<file path="config.mk">
export PLATFORM = sky130hd
export DESIGN_NAME = imem_stream_loader
export DESIGN_NICKNAME = d
export VERILOG_FILES = /design/src/rtl/mips_pkg.sv /design/src/rtl/imem_stream_loader.sv
export SDC_FILE = /design/constraint.sdc
export NUM_CORES = 1
export LEC_CHECK = 0
export ABC_AREA = 1
export BUFFER_PORTS_ARGS = -buffer_cell sky130_fd_sc_hd__buf_4
export CORE_UTILIZATION = 35
export DETAILED_ROUTE_END_ITERATION = 12
export PLACE_DENSITY = 0.58
export SYNTH_ARGS = -nofsm -noshare
export SYNTH_HDL_FRONTEND = slang
export SYNTH_SLANG_ARGS = --single-unit
</file>
<file path="constraint.sdc">
create_clock -name clk -period 2.05 [get_ports clk]
set_input_delay 0.5125 -clock clk [delete_from_list [all_inputs] [get_ports clk]]
set_output_delay 0.5125 -clock clk [all_outputs]
set_load 0.01 [all_outputs]
</file>
<file path="src/rtl/mips_pkg.sv">
// mips_pkg: definitions shared by the single-cycle MIPS core slice.
// Contents:
//   - IMEM_BYTES: instruction memory size in bytes, also used by the loader.
//   - LOADER_SYNC_BYTE: default frame start marker for the boot loader.
//   - loader_state_t: the boot-loader FSM states.
//   - frame_payload_bytes(): converts a 16-bit word count into a byte count.
package mips_pkg;

  localparam int unsigned IMEM_BYTES = 1024;

  localparam logic [7:0] LOADER_SYNC_BYTE = 8'hA5;

  typedef enum logic [2:0] {
    ST_IDLE   = 3'd0,
    ST_CNT_LO = 3'd1,
    ST_CNT_HI = 3'd2,
    ST_DATA   = 3'd3,
    ST_CHK    = 3'd4,
    ST_DONE   = 3'd5,
    ST_ERR    = 3'd6
  } loader_state_t;

  // Converts a word count into a byte count. The result is 20 bits wide so
  // that later base-address additions cannot wrap.
  function automatic logic [19:0] frame_payload_bytes(input logic [15:0] words);
    return {2'b00, words, 2'b00};
  endfunction

endpackage

</file>
<file path="src/rtl/imem_stream_loader.sv">
// imem_stream_loader: boot loader that fills the byte-addressed instruction
// memory from a framed byte stream. It holds the CPU in reset until a
// complete image with a matching checksum has been written.
//
// Frame format: SYNC, CNT_LO, CNT_HI, 4*N payload bytes, CHK.
//   - N is a 16-bit word count.
//   - Payload byte k is written to BASE_ADDR+k.
//   - CHK is the XOR of all payload bytes.
//
// Ports:
//   clk        in   rising-edge clock
//   reset      in   synchronous, active-low reset
//   in_valid   in   stream byte valid
//   in_data    in   stream byte
//   in_ready   out  always 1; the loader never back-pressures
//   mem_we     out  imem byte write strobe, one cycle per payload byte
//   mem_addr   out  imem byte address
//   mem_wdata  out  imem byte data
//   cpu_hold   out  high while no valid image is loaded
//   load_done  out  high once the checksum has matched
//   load_error out  sticky error flag, cleared by SYNC or reset
//   byte_cnt   out  payload bytes written in the current frame
module imem_stream_loader
  import mips_pkg::*;
#(
  parameter int unsigned MEM_BYTES = IMEM_BYTES,
  parameter int unsigned ADDR_W    = 10,
  parameter int unsigned BASE_ADDR = 0,
  parameter logic [7:0]  SYNC_BYTE = LOADER_SYNC_BYTE
) (
  input  logic              clk,
  input  logic              reset,
  input  logic              in_valid,
  input  logic [7:0]        in_data,
  output logic              in_ready,
  output logic              mem_we,
  output logic [ADDR_W-1:0] mem_addr,
  output logic [7:0]        mem_wdata,
  output logic              cpu_hold,
  output logic              load_done,
  output logic              load_error,
  output logic [ADDR_W:0]   byte_cnt
);

  loader_state_t     r_state, w_state_nxt;
  logic [7:0]        r_cnt_lo, w_cnt_lo_nxt;
  logic [19:0]       r_total, w_total_nxt;
  logic [7:0]        r_chk, w_chk_nxt;
  logic [ADDR_W:0]   r_byte_cnt, w_byte_cnt_nxt;
  logic              r_mem_we, w_mem_we_nxt;
  logic [ADDR_W-1:0] r_mem_addr, w_mem_addr_nxt;
  logic [7:0]        r_mem_wdata, w_mem_wdata_nxt;
  logic              r_cpu_hold, w_cpu_hold_nxt;
  logic              r_load_done, w_load_done_nxt;
  logic              r_load_error, w_load_error_nxt;

  logic [19:0]       w_frame_bytes;
  logic [19:0]       w_frame_end;
  logic [ADDR_W:0]   w_byte_cnt_inc;
  logic              w_is_sync;

  // The frame end is evaluated in 20 bits, so a huge N cannot wrap past
  // the memory size and slip through the overflow check.
  assign w_frame_bytes  = frame_payload_bytes({in_data, r_cnt_lo});
  assign w_frame_end    = 20'(BASE_ADDR) + w_frame_bytes;
  assign w_byte_cnt_inc = r_byte_cnt + {{ADDR_W{1'b0}}, 1'b1};
  assign w_is_sync      = (in_data == SYNC_BYTE);

  // FSM state register
  always_ff @(posedge clk) begin
    if (!reset) begin
      r_state <= ST_IDLE;
    end else begin
      r_state <= w_state_nxt;
    end
  end

  // Next-state logic plus the datapath updates for each accepted byte
  always_comb begin
    w_state_nxt      = r_state;
    w_cnt_lo_nxt     = r_cnt_lo;
    w_total_nxt      = r_total;
    w_chk_nxt        = r_chk;
    w_byte_cnt_nxt   = r_byte_cnt;
    w_mem_we_nxt     = 1'b0;
    w_mem_addr_nxt   = r_mem_addr;
    w_mem_wdata_nxt  = r_mem_wdata;
    w_cpu_hold_nxt   = r_cpu_hold;
    w_load_done_nxt  = r_load_done;
    w_load_error_nxt = r_load_error;

    if (in_valid) begin
      case (r_state)
        ST_IDLE, ST_DONE, ST_ERR: begin
          // A new frame re-asserts the hold. The CPU stays in reset even
          // when a running image is being replaced.
          if (w_is_sync) begin
            w_state_nxt      = ST_CNT_LO;
            w_byte_cnt_nxt   = '0;
            w_chk_nxt        = 8'h00;
            w_load_error_nxt = 1'b0;
            w_load_done_nxt  = 1'b0;
            w_cpu_hold_nxt   = 1'b1;
          end else begin
            w_state_nxt = r_state;
          end
        end
        ST_CNT_LO: begin
          w_cnt_lo_nxt = in_data;
          w_state_nxt  = ST_CNT_HI;
        end
        ST_CNT_HI: begin
          w_total_nxt = w_frame_bytes;
          if (w_frame_bytes == 20'd0) begin
            w_state_nxt = ST_CHK;
          end else if (w_frame_end > 20'(MEM_BYTES)) begin
            w_state_nxt      = ST_ERR;
            w_load_error_nxt = 1'b1;
          end else begin
            w_state_nxt = ST_DATA;
          end
        end
        ST_DATA: begin
          w_mem_we_nxt    = 1'b1;
          w_mem_addr_nxt  = ADDR_W'(BASE_ADDR) + r_byte_cnt[ADDR_W-1:0];
          w_mem_wdata_nxt = in_data;
          w_chk_nxt       = r_chk ^ in_data;
          w_byte_cnt_nxt  = w_byte_cnt_inc;
          if ({{(19 - ADDR_W){1'b0}}, w_byte_cnt_inc} == r_total) begin
            w_state_nxt = ST_CHK;
          end else begin
            w_state_nxt = ST_DATA;
          end
        end
        ST_CHK: begin
          if (in_data == r_chk) begin
            w_state_nxt     = ST_DONE;
            w_cpu_hold_nxt  = 1'b0;
            w_load_done_nxt = 1'b1;
          end else begin
            w_state_nxt      = ST_ERR;
            w_load_error_nxt = 1'b1;
          end
        end
        default: begin
          w_state_nxt = ST_IDLE;
        end
      endcase
    end else begin
      w_state_nxt = r_state;
    end
  end

  // Datapath and output registers
  always_ff @(posedge clk) begin
    if (!reset) begin
      r_cnt_lo     <= 8'h00;
      r_total      <= 20'd0;
      r_chk        <= 8'h00;
      r_byte_cnt   <= '0;
      r_mem_we     <= 1'b0;
      r_mem_addr   <= '0;
      r_mem_wdata  <= 8'h00;
      r_cpu_hold   <= 1'b1;
      r_load_done  <= 1'b0;
      r_load_error <= 1'b0;
    end else begin
      r_cnt_lo     <= w_cnt_lo_nxt;
      r_total      <= w_total_nxt;
      r_chk        <= w_chk_nxt;
      r_byte_cnt   <= w_byte_cnt_nxt;
      r_mem_we     <= w_mem_we_nxt;
      r_mem_addr   <= w_mem_addr_nxt;
      r_mem_wdata  <= w_mem_wdata_nxt;
      r_cpu_hold   <= w_cpu_hold_nxt;
      r_load_done  <= w_load_done_nxt;
      r_load_error <= w_load_error_nxt;
    end
  end

  assign in_ready   = 1'b1;
  assign mem_we     = r_mem_we;
  assign mem_addr   = r_mem_addr;
  assign mem_wdata  = r_mem_wdata;
  assign cpu_hold   = r_cpu_hold;
  assign load_done  = r_load_done;
  assign load_error = r_load_error;
  assign byte_cnt   = r_byte_cnt;

endmodule

</file>
# Word-level counts from Yosys, hierarchy flattened
# Cells that the tools add are included.
# word_totals
output_inout_bits,34
regBits,68
input_bits,11
elab_cells,63
# op_classes
eq_ne,14
n_addsub,1
magnitude_cmp,1
reduce_logical,14
mux,21
bitwise,1
# ops
cell,count
$pmux W11 S2,1
$logic_not A20 Y1,1
$eq A11 B18 Y1,1
$gt A18 B11 Y1 const B,1
$pmux W8 S2,1
$pmux W3 S5,1
$mux W3,4
$add A11 B1 Y11 const B,1
$mux W11,1
$ne A2 B2 Y1 const B,5
$reduce_and A2 Y1,5
$eq A3 B3 Y1 const B,3
$eq A8 B8 Y1,1
$eq A8 B8 Y1 const B,1
$mux W1,8
$mux W8,1
$xor A8 B8 Y8,1
$eq A3 B2 Y1 const B,2
$reduce_and A6 Y1,1
$pmux W1 S2,2
$reduce_and A4 Y1,1
$reduce_bool A2 Y1,2
$eq A3 B1 Y1 const B,1
$logic_not A3 Y1,1
other kinds (5),5

# Longest topological paths before layout
# Gate-level depths: netlist of the first run.
# logic_depth
word_depth,4
ltp_mapped,14
ltp_nobuf,14

# Worst setup path after synthesis of the first run
# OpenSTA, ideal clock, no wires.
# synth_path
path_type,register to register
startpoint,"reg r_byte_cnt[1], in the netlist byte_cnt[1]"
endpoint,reg r_state[0]
slack_ns,0.265
path_buffers,0
stages_incl_launch_ff,13
arrival_time_ns,1.652
setup_ns,0.132
required_ns,1.918
period_less_slack_ns,1.785
cell_sequence,dfxtp_1 -> ha_1 -> nand3_1 -> o21ai_0 -> nand2_1 -> nand2_1 -> nand3_1 -> nor2_1 -> nand3_1 -> nand2_1 -> nand2_1 -> nand2_1 -> a21oi_1
# synth_between
elab_chain_cells,4
# synth_rtl
item,line,source
"start, declared",imem_stream_loader.sv:49,"logic [ADDR_W:0] r_byte_cnt, w_byte_cnt_nxt;"
"start signal, assigned",imem_stream_loader.sv:171,r_byte_cnt <= w_byte_cnt_nxt;
$add A11 B1 Y11,imem_stream_loader.sv:66,"assign w_byte_cnt_inc = r_byte_cnt + {{ADDR_W{1'b0}}, 1'b1};"
$eq A11 B18 Y1,imem_stream_loader.sv:129,"if ({{(19 - ADDR_W){1'b0}}, w_byte_cnt_inc} == r_total) begin"
$mux W3,imem_stream_loader.sv:129,
$pmux W3 S5,imem_stream_loader.sv:93,case (r_state)
"end signal, assigned",imem_stream_loader.sv:74,r_state <= w_state_nxt;
"end, declared",imem_stream_loader.sv:45,"loader_state_t r_state, w_state_nxt;"
# Every way passes these cells.
# A chain may end at the register's enable or synchronous reset.

# Worst setup path after layout of the first run
# layout_path
startpoint,"reg r_byte_cnt[0], in the netlist byte_cnt[0]"
endpoint,reg r_state[0]
# The elaborated chain is that of the path after synthesis.

==> results of run 1 <==
-- per-layer routing --
layer / wire length [um] / share of wire (%)
met2: 3880 / 48
met4: 87 / 1.1
met1: 3780 / 47
met5: 0 / 0
met3: 340 / 4.2
-- cell usage in the layout (no fill, tap or decap), types with 2 or more instances in the layout --
master,netlist,routed
sky130_fd_sc_hd__a21oi_1,60,60
sky130_fd_sc_hd__buf_4,1,57
sky130_fd_sc_hd__bufinv_16,0,2
sky130_fd_sc_hd__clkbuf_8,0,12
sky130_fd_sc_hd__clkinv_1,2,2
sky130_fd_sc_hd__dfxtp_1,68,67
sky130_fd_sc_hd__inv_1,44,44
sky130_fd_sc_hd__inv_2,2,2
sky130_fd_sc_hd__nand2_1,94,93
sky130_fd_sc_hd__nand3_1,33,32
sky130_fd_sc_hd__nand3b_1,2,2
sky130_fd_sc_hd__nand4_1,11,11
sky130_fd_sc_hd__nor2_1,39,37
sky130_fd_sc_hd__nor2_4,0,4
sky130_fd_sc_hd__nor3_1,4,4
sky130_fd_sc_hd__o21ai_0,43,42
sky130_fd_sc_hd__or2_2,9,9
sky130_fd_sc_hd__xnor2_1,8,8
-- flip-flops by register name (all words and copies together), names as in the netlist --
signal and count:
r_total 16, byte_cnt 11, mem_addr 10, mem_wdata 8, r_chk 8, r_cnt_lo 8, r_state 3, cpu_hold 1
load_done 1, load_error 1, mem_we 1
-- how the worst max path moves through the flow --
stage                              endpoint                      from  slack [ns]  cells after the start
floorplan           r_state[0]$_SDFFE_PN0P_  byte_cnt[1]$_SDFFE_PN0P_        0.27                     12
detailed placement    r_chk[6]$_SDFFE_PN0P_                in_data[3]        0.03                      8
global route        r_state[1]$_SDFFE_PN0P_  byte_cnt[0]$_SDFFE_PN0P_       -0.05                     14
CTS                 r_state[0]$_SDFFE_PN0P_  byte_cnt[0]$_SDFFE_PN0P_        0.01                     14
global placement    r_state[1]$_SDFFE_PN0P_  byte_cnt[0]$_SDFFE_PN0P_        0.08                     14
finish              r_state[0]$_SDFFE_PN0P_  byte_cnt[0]$_SDFFE_PN0P_        0.21                     14
-- area by class of cell --
cell class / instances / area share, %
well taps: 105 / 3.38
clock buffers: 13 / 4.34
inverters: 48 / 4.63
repair buffers: 58 / 11.5
multi-input cells: 313 / 39.4
clock inverters: 3 / 1.74
flip-flops and latches: 68 / 35.0
-- kinds of logic (layout without fill, tap and decap cells) --
kind of cell / Yosys count / in the layout
AO/OA/AOI/OAI: 106 / 106
XOR/XNOR: 8 / 8
adder cells (fa/ha/maj): 1 / 1
buffers and inverters: 64 / 122
flip-flops: 68 / 68
other: 1 / 1
AND/OR/NAND/NOR: 197 / 197
-- repair_timing --
item                                    CTS  global route
hold endpoints to repair                  0             0
setup buffers                             0             1
gates resized for setup                   0            12
endpoints found under the setup margin    0             3
-- critical path, cell delays in order, from the launching register on --
cell,delay [ns]
sky130_fd_sc_hd__dfxtp_1,0.39
sky130_fd_sc_hd__ha_4,0.17
sky130_fd_sc_hd__nand3_2,0.14
sky130_fd_sc_hd__nor2_4,0.19
sky130_fd_sc_hd__buf_4,0.13
sky130_fd_sc_hd__nand3_1,0.07
sky130_fd_sc_hd__nand3_1,0.10
sky130_fd_sc_hd__nand2_1,0.06
sky130_fd_sc_hd__nand2_1,0.11
sky130_fd_sc_hd__nor2_4,0.05
sky130_fd_sc_hd__nand3_1,0.06
sky130_fd_sc_hd__nand2_1,0.08
sky130_fd_sc_hd__nand2_1,0.07
sky130_fd_sc_hd__nand2_1,0.04
sky130_fd_sc_hd__a21oi_1,0.11
-- metrics by stage --
stage / total power, W / worst slack, ns
after floorplan: 0.00139 / 0.265
after global placement: 0.00144 / 0.0841
after detailed placement: 0.00144 / 0.0308
after CTS: 0.00273 / 0.0122
after global routing: 0.00281 / -0.0527
final: 0.00270 / 0.206
-- power by group --
part           switching, W  internal, W  leakage (nW)
registers       0.000000313      0.00132         0.548
logic             0.0000584    0.0000331         0.916
clock network      0.000504     0.000786         0.116
==> reports/qor.log, run 1 <==
INFO  setup_path     type_of_element_capturing_the_critical_path=register
INFO  routing        post_drt_via_cell_ratio=4.95
INFO  clock_tree     post_cts_hold_buffer_count=0
INFO  routing        wl_per_cell=13.3um
INFO  pwr            ir_worst_vdd=0.470mV
INFO  place          gp_congestion=0.792
INFO  routing        detail_route.first_pass.iterations=4
INFO  global_route   grt-busiest-layer=met2
INFO  timing         timing.final.setup_violations=0
INFO  final_layout   finish.utilization=46.4%
INFO  final_layout   share_of_cells_above_drive_strength_1=18.9%
INFO  global_route   first_global_vias=2789
INFO  logic_synthesis synth_commonest_cells=sky130_fd_sc_hd__nand2_1, sky130_fd_sc_hd__dfxtp_1, sky130_fd_sc_hd__a21oi_1
INFO  setup_path     critPathArrivalTime=2.11ns
INFO  timing         fin_hold_ws=0.455ns
INFO  place          port_buffers=43
INFO  routing        totalWireLength=8090um
INFO  outcome        run_status=completed
INFO  die            die-area=9250um^2
INFO  global_route   grt_pass1_wl=13100um
INFO  worst_hold_path whs_path_depth=3
INFO  timing         finalHoldViolations=0
INFO  final_layout   antenna_cells_inserted=0
INFO  final_layout   number_of_cells_in_the_finished_layout_apart_from_fillers=608
INFO  global_route   use_met2=32.0%
INFO  setup_path     path_max_fanout=5
INFO  logic_synthesis synth-xor-area-share=2.26%
INFO  clock_tree     numCtsBuffers=9
INFO  timing         finalCritPeriodShare=90.0%
INFO  routing        ant_nets=0
INFO  final_layout   synthToLayoutAreaGrowth=25.4%
INFO  logic_synthesis synth_simple_gate_area_share=27.8%
INFO  worst_hold_path worst_hold_startpoint=in_data[3]
INFO  logic_synthesis synth.avg_cell_area=6.97um^2
INFO  final_layout   multi_input_area=1530um^2
INFO  die            die_h=96.2um
INFO  final_layout   design_area=3890um^2
INFO  logic_synthesis count_of_unique_library_cells_instantiated_by_yosys=27
INFO  pwr            p_leak=1.58nW
INFO  logic_synthesis synthMostInstantiatedCell=sky130_fd_sc_hd__nand2_1
INFO  pwr            pwr_density_cell=694nW/um^2
INFO  routing        drt_drc_violations_left=0
INFO  logic_synthesis main_combinational_cell_family_by_area_after_synthesis=simple AND/OR/NAND/NOR gates
INFO  final_layout   final-seq-area=1360um^2
INFO  global_route   grt_util_met1=22.8%
INFO  setup_path     critical_path_class=register to register
INFO  final_layout   fill_cells=836
INFO  routing        route.vias.total=3011
INFO  setup_path     worstRegToRegCells=14
INFO  logic_synthesis netlist.top_cell.by_area=sky130_fd_sc_hd__dfxtp_1
INFO  place          place_inst=591
INFO  setup_path     startpoint_type=register
INFO  global_route   initial_antenna_violation_count=0
INFO  clock_tree     cts_tree=done
INFO  routing        detailedRoute.firstIterationViolations=106
INFO  timing         tns=0ns
INFO  worst_hold_path holdCritPathClass=primary input to register
INFO  logic_synthesis yosys.area.top_type_share=43.9%
INFO  place          detailedPlacementHpwl=5690um
INFO  run            drv_cap=0
INFO  logic_synthesis synth_ff_type=sky130_fd_sc_hd__dfxtp_1
INFO  logic_synthesis yosys_warnings=0
INFO  die            design.core.area=8380um^2
INFO  clock_tree     worst_setup_hold_path_clk_slew=0.08ns
INFO  die            start_util=37.0%
INFO  clock_tree     cts_num_sinks=68
INFO  logic_synthesis synth_cells=445
INFO  clock_tree     cts_max_path_buffers=2
INFO  clock_tree     root_buffer=sky130_fd_sc_hd__clkbuf_8
INFO  clock_tree     clkLatencyLatePin=0.34ns
INFO  logic_synthesis synth_enable_flop_cells=0
INFO  logic_synthesis synth-seq-area-share=43.9%
INFO  logic_synthesis synth.area.mux_share=0%
INFO  global_route   gr-usage-met3=5.37%
INFO  logic_synthesis synth_area=3100um^2
INFO  setup_path     ff_to_ff_end=r_state[0]$_SDFFE_PN0P_
INFO  place          cell_area_after_placement=3600um^2
INFO  setup_path     worst_ep_required_time=2.32ns
INFO  timing         clock.fmax=542MHz
INFO  timing         final_max_slew_viol_count=0
INFO  logic_synthesis ys_top_cells_by_area=sky130_fd_sc_hd__dfxtp_1, sky130_fd_sc_hd__nand2_1, sky130_fd_sc_hd__a21oi_1, sky130_fd_sc_hd__o21ai_0, sky130_fd_sc_hd__inv_1
INFO  global_route   grt-ovfl-total=0
INFO  global_route   grt.total_usage=18.8%
INFO  timing         finalCriticalPeriod=1.84ns
INFO  die            die_w=96.2um
INFO  worst_hold_path min_to=r_total[13]$_SDFFE_PN0P_
INFO  final_layout   fin_nets=510
INFO  timing         skew=0.00928ns
INFO  logic_synthesis ys_async_sr_fraction=0%
INFO  setup_path     r2r_start=byte_cnt[0]$_SDFFE_PN0P_
INFO  die            rows=33
INFO  global_route   grt_max_degree=34
INFO  die            floorplan.io_pins=45
INFO  logic_synthesis share_of_the_synthesized_area_in_compound_gates_ao_oa_aoi_oai=17.4%
INFO  logic_synthesis postSynthRegisterBits=68
INFO  logic_synthesis post_synth_fa_ha_maj_area_fraction=0.403%
INFO  clock_tree     cts_max_level=3
INFO  setup_path     setup.reg_to_reg.worst_slack=0.21ns
INFO  logic_synthesis synth.net_count=457
No activity file was read; power rests on OpenSTA's default activity.
==> run 2: changes to the inputs <==
--- a/config.mk
+++ b/config.mk
@@ -5,7 +5,6 @@
 export SDC_FILE = /design/constraint.sdc
 export NUM_CORES = 1
 export LEC_CHECK = 0
-export ABC_AREA = 1
 export BUFFER_PORTS_ARGS = -buffer_cell sky130_fd_sc_hd__buf_4
 export CORE_UTILIZATION = 35
 export DETAILED_ROUTE_END_ITERATION = 12
==> reports/qor.log, run 2 <==
INFO  place          place_inst=602
INFO  routing        detail_route.first_pass.iterations=5
INFO  routing        ant_nets=0
INFO  setup_path     worst_ep_required_time=2.29ns
INFO  die            design.core.area=9370um^2
INFO  timing         finalHoldViolations=0
INFO  place          detailedPlacementHpwl=6200um
INFO  logic_synthesis count_of_unique_library_cells_instantiated_by_yosys=57
INFO  final_layout   fill_cells=958
INFO  worst_hold_path worst_hold_startpoint=mem_addr[5]$_SDFFE_PN0P_
INFO  setup_path     ff_to_ff_end=r_state[2]$_SDFFE_PN0P_
INFO  clock_tree     numCtsBuffers=9
INFO  clock_tree     root_buffer=sky130_fd_sc_hd__clkbuf_8
INFO  setup_path     startpoint_type=primary input
INFO  worst_hold_path whs_path_depth=2
INFO  pwr            pwr_density_cell=611nW/um^2
INFO  logic_synthesis ys_async_sr_fraction=0%
INFO  timing         grt_setup_unrepaired=false
INFO  global_route   first_global_vias=2901
INFO  logic_synthesis ys_top_cells_by_area=sky130_fd_sc_hd__dfxtp_1, sky130_fd_sc_hd__nand2_1, sky130_fd_sc_hd__a21boi_0, sky130_fd_sc_hd__xor2_1, sky130_fd_sc_hd__mux2i_1
INFO  clock_tree     worst_setup_hold_path_clk_slew=0.08ns
INFO  logic_synthesis synthMostInstantiatedCell=sky130_fd_sc_hd__nand2_1
INFO  logic_synthesis synth_ff_type=sky130_fd_sc_hd__dfxtp_1
INFO  routing        totalWireLength=8920um
INFO  timing         timing.final.setup_violations=0
INFO  clock_tree     cts_tree=done
INFO  logic_synthesis synth-seq-area-share=39.7%
INFO  timing         clock.fmax=499MHz
INFO  timing         final_max_slew_viol_count=0
INFO  final_layout   fin_nets=498
INFO  logic_synthesis synth_commonest_cells=sky130_fd_sc_hd__nand2_1, sky130_fd_sc_hd__dfxtp_1, sky130_fd_sc_hd__a21boi_0
INFO  routing        detailedRoute.firstIterationViolations=149
INFO  outcome        run_status=completed
INFO  die            start_util=36.6%
INFO  setup_path     critical_path.max_stage_delay=0.55ns
INFO  setup_path     type_of_element_capturing_the_critical_path=register
INFO  clock_tree     cts_max_path_buffers=2
INFO  logic_synthesis postSynthRegisterBits=68
INFO  die            floorplan.io_pins=45
INFO  die            rows=35
INFO  final_layout   mostFrequentLayoutCell=sky130_fd_sc_hd__nand2_1
INFO  timing         skew=0.0149ns
INFO  timing         max-slew-margin-rel=60.3%
INFO  final_layout   layout.cells.most_common_list=sky130_fd_sc_hd__nand2_1, sky130_fd_sc_hd__buf_4, sky130_fd_sc_hd__dfxtp_1, sky130_fd_sc_hd__a21boi_0, sky130_fd_sc_hd__nor2_1
INFO  die            die_w=101um
INFO  logic_synthesis netlist.top_cell.by_area=sky130_fd_sc_hd__dfxtp_1
INFO  timing         finalCriticalPeriod=2.01ns
INFO  place          gp_congestion=0.786
INFO  setup_path     cpMaxStageDelayCell=sky130_fd_sc_hd__or4_4
INFO  logic_synthesis yosys_warnings=0
INFO  place          port_buffers=43
INFO  timing         finalCritPeriodShare=97.9%
INFO  worst_hold_path holdCritPathClass=register to register
INFO  clock_tree     clkLatencyLatePin=0.35ns
INFO  global_route   grt_max_degree=45
INFO  final_layout   synthToLayoutAreaGrowth=26.9%
INFO  final_layout   finish.utilization=46.5%
INFO  routing        drt_drc_violations_left=0
INFO  timing         tightestPinTransition=0.595ns
INFO  logic_synthesis synth_cells=421
INFO  setup_path     setup.reg_to_reg.worst_slack=0.11ns
INFO  setup_path     path_max_fanout=8
INFO  global_route   grt.total_usage=18.2%
INFO  global_route   grt_pass1_wl=14300um
INFO  logic_synthesis synth_area=3430um^2
INFO  routing        post_drt_via_cell_ratio=5.04
INFO  final_layout   number_of_cells_in_the_finished_layout_apart_from_fillers=620
INFO  setup_path     cp_cell_sequence=buf_4 -> or4_4 -> or3_4 -> nand2b_4 -> and2_4 -> buf_4 -> o21ai_2 -> a21boi_1
INFO  setup_path     worstRegToRegCells=6
INFO  logic_synthesis synth_enable_flop_cells=0
INFO  run            drv_cap=0
INFO  logic_synthesis yosys.area.top_type_share=39.7%
INFO  final_layout   share_of_cells_above_drive_strength_1=26.5%
INFO  final_layout   top_reg_by_flops=r_total
INFO  routing        route.vias.total=3127
INFO  pwr            ir_worst_vdd=0.369mV
INFO  worst_hold_path min_to=mem_addr[5]$_SDFFE_PN0P_
INFO  final_layout   antenna_cells_inserted=0
INFO  clock_tree     cts_num_sinks=68
INFO  clock_tree     post_cts_hold_buffer_count=0
INFO  setup_path     critPathMostFrequentCell=sky130_fd_sc_hd__buf_4
INFO  timing         fin_hold_ws=0.465ns
INFO  logic_synthesis synth.net_count=433
INFO  timing         setup_ws=0.0441ns
INFO  routing        wl_per_cell=14.4um
INFO  setup_path     critPathArrivalTime=2.25ns
INFO  place          preCtsSetupSlack=-0.310ns
INFO  setup_path     critical_path_class=primary input to register
INFO  logic_synthesis synth.avg_cell_area=8.15um^2
INFO  global_route   initial_antenna_violation_count=0
INFO  die            die-area=10200um^2
INFO  final_layout   largest_reg_flops=16
INFO  clock_tree     cts_max_level=3
INFO  global_route   grt-ovfl-total=0
INFO  setup_path     r2r_start=r_cnt_lo[4]$_SDFFE_PN0P_
INFO  die            die_h=101um
INFO  pwr            p_leak=1.68nW
[run 2: cell types whose count changed after synthesis, sizes merged, moves of 9 or more]
cell / previous run / this run
a21oi: 60 / 8
a21boi: 0 / 50
inv: 46 / 4
nand3: 33 / 12
o21ai: 44 / 25
nor2: 42 / 24
nor2b: 0 / 14
xor2: 0 / 13
nand2: 94 / 83
clkbuf: 11 / 21
mux2i: 0 / 9
[run 2: layout make-up]
class	instances	area (um^2)	area share [%]
Clock buffer	10	128	2.93
Clock inverter	6	88.8	2.04
Inverter	4	15.0	0.345
Multi-Input combinational cell	321	1970	45.2
Sequential cell	68	1360	31.3
Tap cell	129	161	3.71
Timing Repair Buffer	82	628	14.4
[run 2: routing by layer]
metal  global-route usage [%]  vias to the layer above  part of all wire, %
met5                        0                        -                    0
met4                     5.91                        0                  1.1
met3                     4.92                        9                  4.3
met2                     30.0                       66                   48
met1                     23.0                     1470                   47
li1                         -                     1582                    -
[run 2: worst max-delay path: cells and delay by family]
family                 cells  cell delay (ns)
AND/OR/NAND/NOR            4             1.31
buffers and inverters      2             0.26
AO/OA/AOI/OAI              2             0.16
[run 2: power breakdown]
part	internal, W	switching, W	total (W)
sequential	0.00132	0.000000737	0.00132
clock	0.000685	0.000551	0.00124
combinational	0.0000513	0.0000521	0.000103
total	0.00206	0.000604	0.00266
[run 2: worst max-delay path by stage]
stage | cells past startpoint | endpoint | slack [ns] | from
after global placement | 7 | byte_cnt[4]$_SDFFE_PN0P_ | -0.26 | in_data[6]
after CTS | 7 | r_state[2]$_SDFFE_PN0P_ | 0.03 | byte_cnt[0]$_SDFFE_PN0P_
after detailed placement | 7 | byte_cnt[3]$_SDFFE_PN0P_ | -0.31 | in_data[6]
after floorplan | 7 | byte_cnt[7]$_SDFFE_PN0P_ | -0.08 | in_data[6]
final | 8 | byte_cnt[10]$_SDFFE_PN0P_ | 0.04 | in_data[6]
after global routing | 6 | r_state[2]$_SDFFE_PN0P_ | 0.001 | r_cnt_lo[4]$_SDFFE_PN0P_
[run 2: cells by family (layout without fill, tap and decap cells)]
group	Yosys count	count (layout)	share of synthesized area (%)
AO/OA/AOI/OAI	103	103	20.8
XOR/XNOR	20	20	5.10
adder cells (fa/ha/maj)	1	1	0.365
buffers and inverters	33	102	4.45
flip-flops	68	68	39.7
multiplexers	10	10	2.95
other	1	1	0.109
AND/OR/NAND/NOR	185	186	26.6
[run 2: what timing repair did]
item	in CTS	in global routing
gates resized for setup	0	13
buffers inserted	0	1
setup endpoints to repair	0	6
[run 2: per-stage QoR]
| step | power, W | cell area [um^2] | TNS (ns) |
|---|---|---|---|
| CTS | 0.00269 | 4300 | 0 |
| global placement | 0.00146 | 4090 | -4.61 |
| floorplan | 0.00140 | 3440 | -0.892 |
| finish | 0.00266 | 4350 | 0 |
| global route | 0.00275 | 4350 | 0 |
| detailed placement | 0.00146 | 4090 | -5.54 |
==> run 3: changes to the inputs <==
--- a/config.mk
+++ b/config.mk
@@ -5,7 +5,7 @@
 export SDC_FILE = /design/constraint.sdc
 export NUM_CORES = 1
 export LEC_CHECK = 0
-export BUFFER_PORTS_ARGS = -buffer_cell sky130_fd_sc_hd__buf_4
+export BUFFER_PORTS_ARGS = -buffer_cell sky130_fd_sc_hd__buf_2
 export CORE_UTILIZATION = 35
 export DETAILED_ROUTE_END_ITERATION = 12
 export PLACE_DENSITY = 0.58
==> reports/qor.log, run 3 (synthesis results as in run 2) <==
INFO  clock_tree     post-cts-setup-buffers=0
INFO  timing         final_max_slew_viol_count=0
INFO  routing        detail_route.first_pass.iterations=4
INFO  final_layout   antenna_cells_inserted=0
INFO  timing         max-slew-margin-rel=56.7%
INFO  final_layout   design_area=4230um^2
INFO  pwr            p_sw=0.000559W
INFO  final_layout   layout.cells.most_common_list=sky130_fd_sc_hd__nand2_1, sky130_fd_sc_hd__dfxtp_1, sky130_fd_sc_hd__buf_2, sky130_fd_sc_hd__a21boi_0, sky130_fd_sc_hd__buf_4
INFO  timing         clock.fmax=500MHz
INFO  timing         finalCriticalPeriod=2.00ns
INFO  final_layout   synthToLayoutAreaGrowth=23.1%
INFO  setup_path     critical_path_class=primary input to register
INFO  timing         timing.final.setup_violations=0
INFO  place          port_buffers=43
INFO  routing        wl_per_cell=14.2um
INFO  die            floorplan.io_pins=45
INFO  setup_path     r2r_start=r_cnt_lo[4]$_SDFFE_PN0P_
INFO  routing        route.vias.total=3138
INFO  pwr            intPower=0.00192W
INFO  setup_path     type_of_element_capturing_the_critical_path=register
INFO  final_layout   fill_cells=1003
INFO  place          preCtsSetupSlack=-0.305ns
INFO  clock_tree     post_cts_hold_buffer_count=0
INFO  timing         tightestPinTransition=0.650ns
INFO  worst_hold_path worst_hold_startpoint=mem_addr[3]$_SDFFE_PN0P_
INFO  setup_path     path_max_fanout=7
INFO  final_layout   share_of_cells_above_drive_strength_1=27.0%
INFO  die            rows=35
INFO  pwr            pwr_density_cell=587nW/um^2
INFO  pwr            combinational_cell_fraction_of_total_power=4.0%
INFO  routing        detailedRoute.firstIterationViolations=94
INFO  setup_path     critPathArrivalTime=2.23ns
INFO  clock_tree     numCtsBuffers=9
INFO  routing        ant_nets=0
INFO  die            start_util=36.6%
INFO  die            die_h=101um
INFO  timing         finalCritPeriodShare=97.6%
INFO  routing        post_drt_via_cell_ratio=5.05
INFO  global_route   grt.total_usage=18.0%
INFO  setup_path     setup.worst_path.start=in_data[6]
INFO  timing         skew=0.00678ns
INFO  run            drv_cap=0
INFO  timing         setup_ws=0.0498ns
INFO  place          gp_congestion=0.821
INFO  global_route   grt_max_degree=41
INFO  setup_path     setup.reg_to_reg.worst_slack=0.14ns
INFO  pwr            power.switching_fraction=22.5%
INFO  pwr            ir_worst_vdd=0.285mV
INFO  global_route   initial_antenna_violation_count=0
INFO  timing         grt_setup_unrepaired=false
INFO  final_layout   fin_nets=499
INFO  place          cell_area_after_placement=3980um^2
INFO  die            design.core.area=9370um^2
INFO  final_layout   top_reg_by_flops=r_total
INFO  worst_hold_path holdCritPathClass=register to register
INFO  setup_path     worst_ep_required_time=2.28ns
INFO  setup_path     startpoint_type=primary input
INFO  setup_path     worstRegToRegCells=6
INFO  die            die-area=10200um^2
INFO  clock_tree     root_buffer=sky130_fd_sc_hd__clkbuf_8
INFO  final_layout   number_of_cells_in_the_finished_layout_apart_from_fillers=621
INFO  pwr            p_clk_share=42.8%
INFO  die            die_w=101um
INFO  outcome        run_status=completed
INFO  global_route   grt-ovfl-total=0
INFO  worst_hold_path whs_path_depth=2
INFO  final_layout   largest_reg_flops=16
INFO  final_layout   mostFrequentLayoutCell=sky130_fd_sc_hd__nand2_1
INFO  routing        totalWireLength=8830um
INFO  clock_tree     cts_max_path_buffers=2
INFO  clock_tree     cts_tree=done
INFO  clock_tree     clkLatencyLatePin=0.34ns
INFO  place          detailedPlacementHpwl=6200um
INFO  place          place_inst=604
INFO  clock_tree     worst_setup_hold_path_clk_slew=0.07ns
INFO  clock_tree     cts_num_sinks=68
INFO  clock_tree     cts_resized=0
INFO  pwr            p_leak=1.66nW
INFO  global_route   first_global_vias=2900
INFO  global_route   grt_pass1_wl=14300um
INFO  clock_tree     cts_max_level=3
INFO  routing        drt_drc_violations_left=0
INFO  timing         finalHoldViolations=0
INFO  pwr            power.sequential.fraction=53.2%
==> run 3: final timing paths <==
| path | end |
|---|---|
| max | r_chk[2]$_SDFFE_PN0P_ |
| min | mem_addr[3]$_SDFFE_PN0P_ |
| max reg2reg | r_state[2]$_SDFFE_PN0P_ |
| min reg2reg | mem_addr[3]$_SDFFE_PN0P_ |
==> run 3: metal layers <==
metal  global-route usage, %  vias to the layer above  share of wire [%]
li1                        -                     1589                  -
met1                    23.7                     1472                 47
met2                    29.5                       68                 48
met3                    3.81                        9                4.1
met4                    5.35                        0               0.92
met5                       0                        -                  0
==> run 3: cell type report <==
| cell class | instances | area [um^2] | area share, % |
|---|---|---|---|
| multi-input combinational | 321 | 1980 | 47.0 |
| sequential | 68 | 1370 | 32.3 |
| timing repair buffer | 83 | 515 | 12.2 |
| tap | 129 | 161 | 3.82 |
| clock buffer | 11 | 131 | 3.11 |
| clock inverter | 5 | 52.6 | 1.24 |
| inverter | 4 | 15.0 | 0.355 |
==> run 3: power groups by stage <==
stage | Clock [W] | Sequential [W] | Combinational [W]
floorplan | 0 | 0.00135 | 0.0000471
global placement | 0 | 0.00135 | 0.000100
detailed placement | 0 | 0.00135 | 0.000100
CTS | 0.00110 | 0.00132 | 0.000101
global route | 0.00115 | 0.00132 | 0.000109
finish | 0.00106 | 0.00132 | 0.000100
==> run 3: critical path, cell delays in order <==
cell,delay (ns)
sky130_fd_sc_hd__buf_2,0.11
sky130_fd_sc_hd__or4_4,0.55
sky130_fd_sc_hd__or3_4,0.35
sky130_fd_sc_hd__nand2b_4,0.18
sky130_fd_sc_hd__and2_2,0.30
sky130_fd_sc_hd__o21ai_1,0.16
sky130_fd_sc_hd__a21boi_1,0.07
==> run 3: stage by stage <==
| stage | util, % | setup TNS (ns) | power [W] | hold WS [ns] |
|---|---|---|---|---|
| final | 45.1 | 0 | 0.00248 | 0.459 |
| after global routing | 45.1 | 0 | 0.00258 | 0.484 |
| after CTS | 44.5 | 0 | 0.00252 | 0.465 |
| after detailed placement | 42.5 | -5.18 | 0.00145 | 0.455 |
| after global placement | 42.5 | -4.34 | 0.00145 | 0.449 |
| after floorplan | - | -0.892 | 0.00140 | 0.443 |
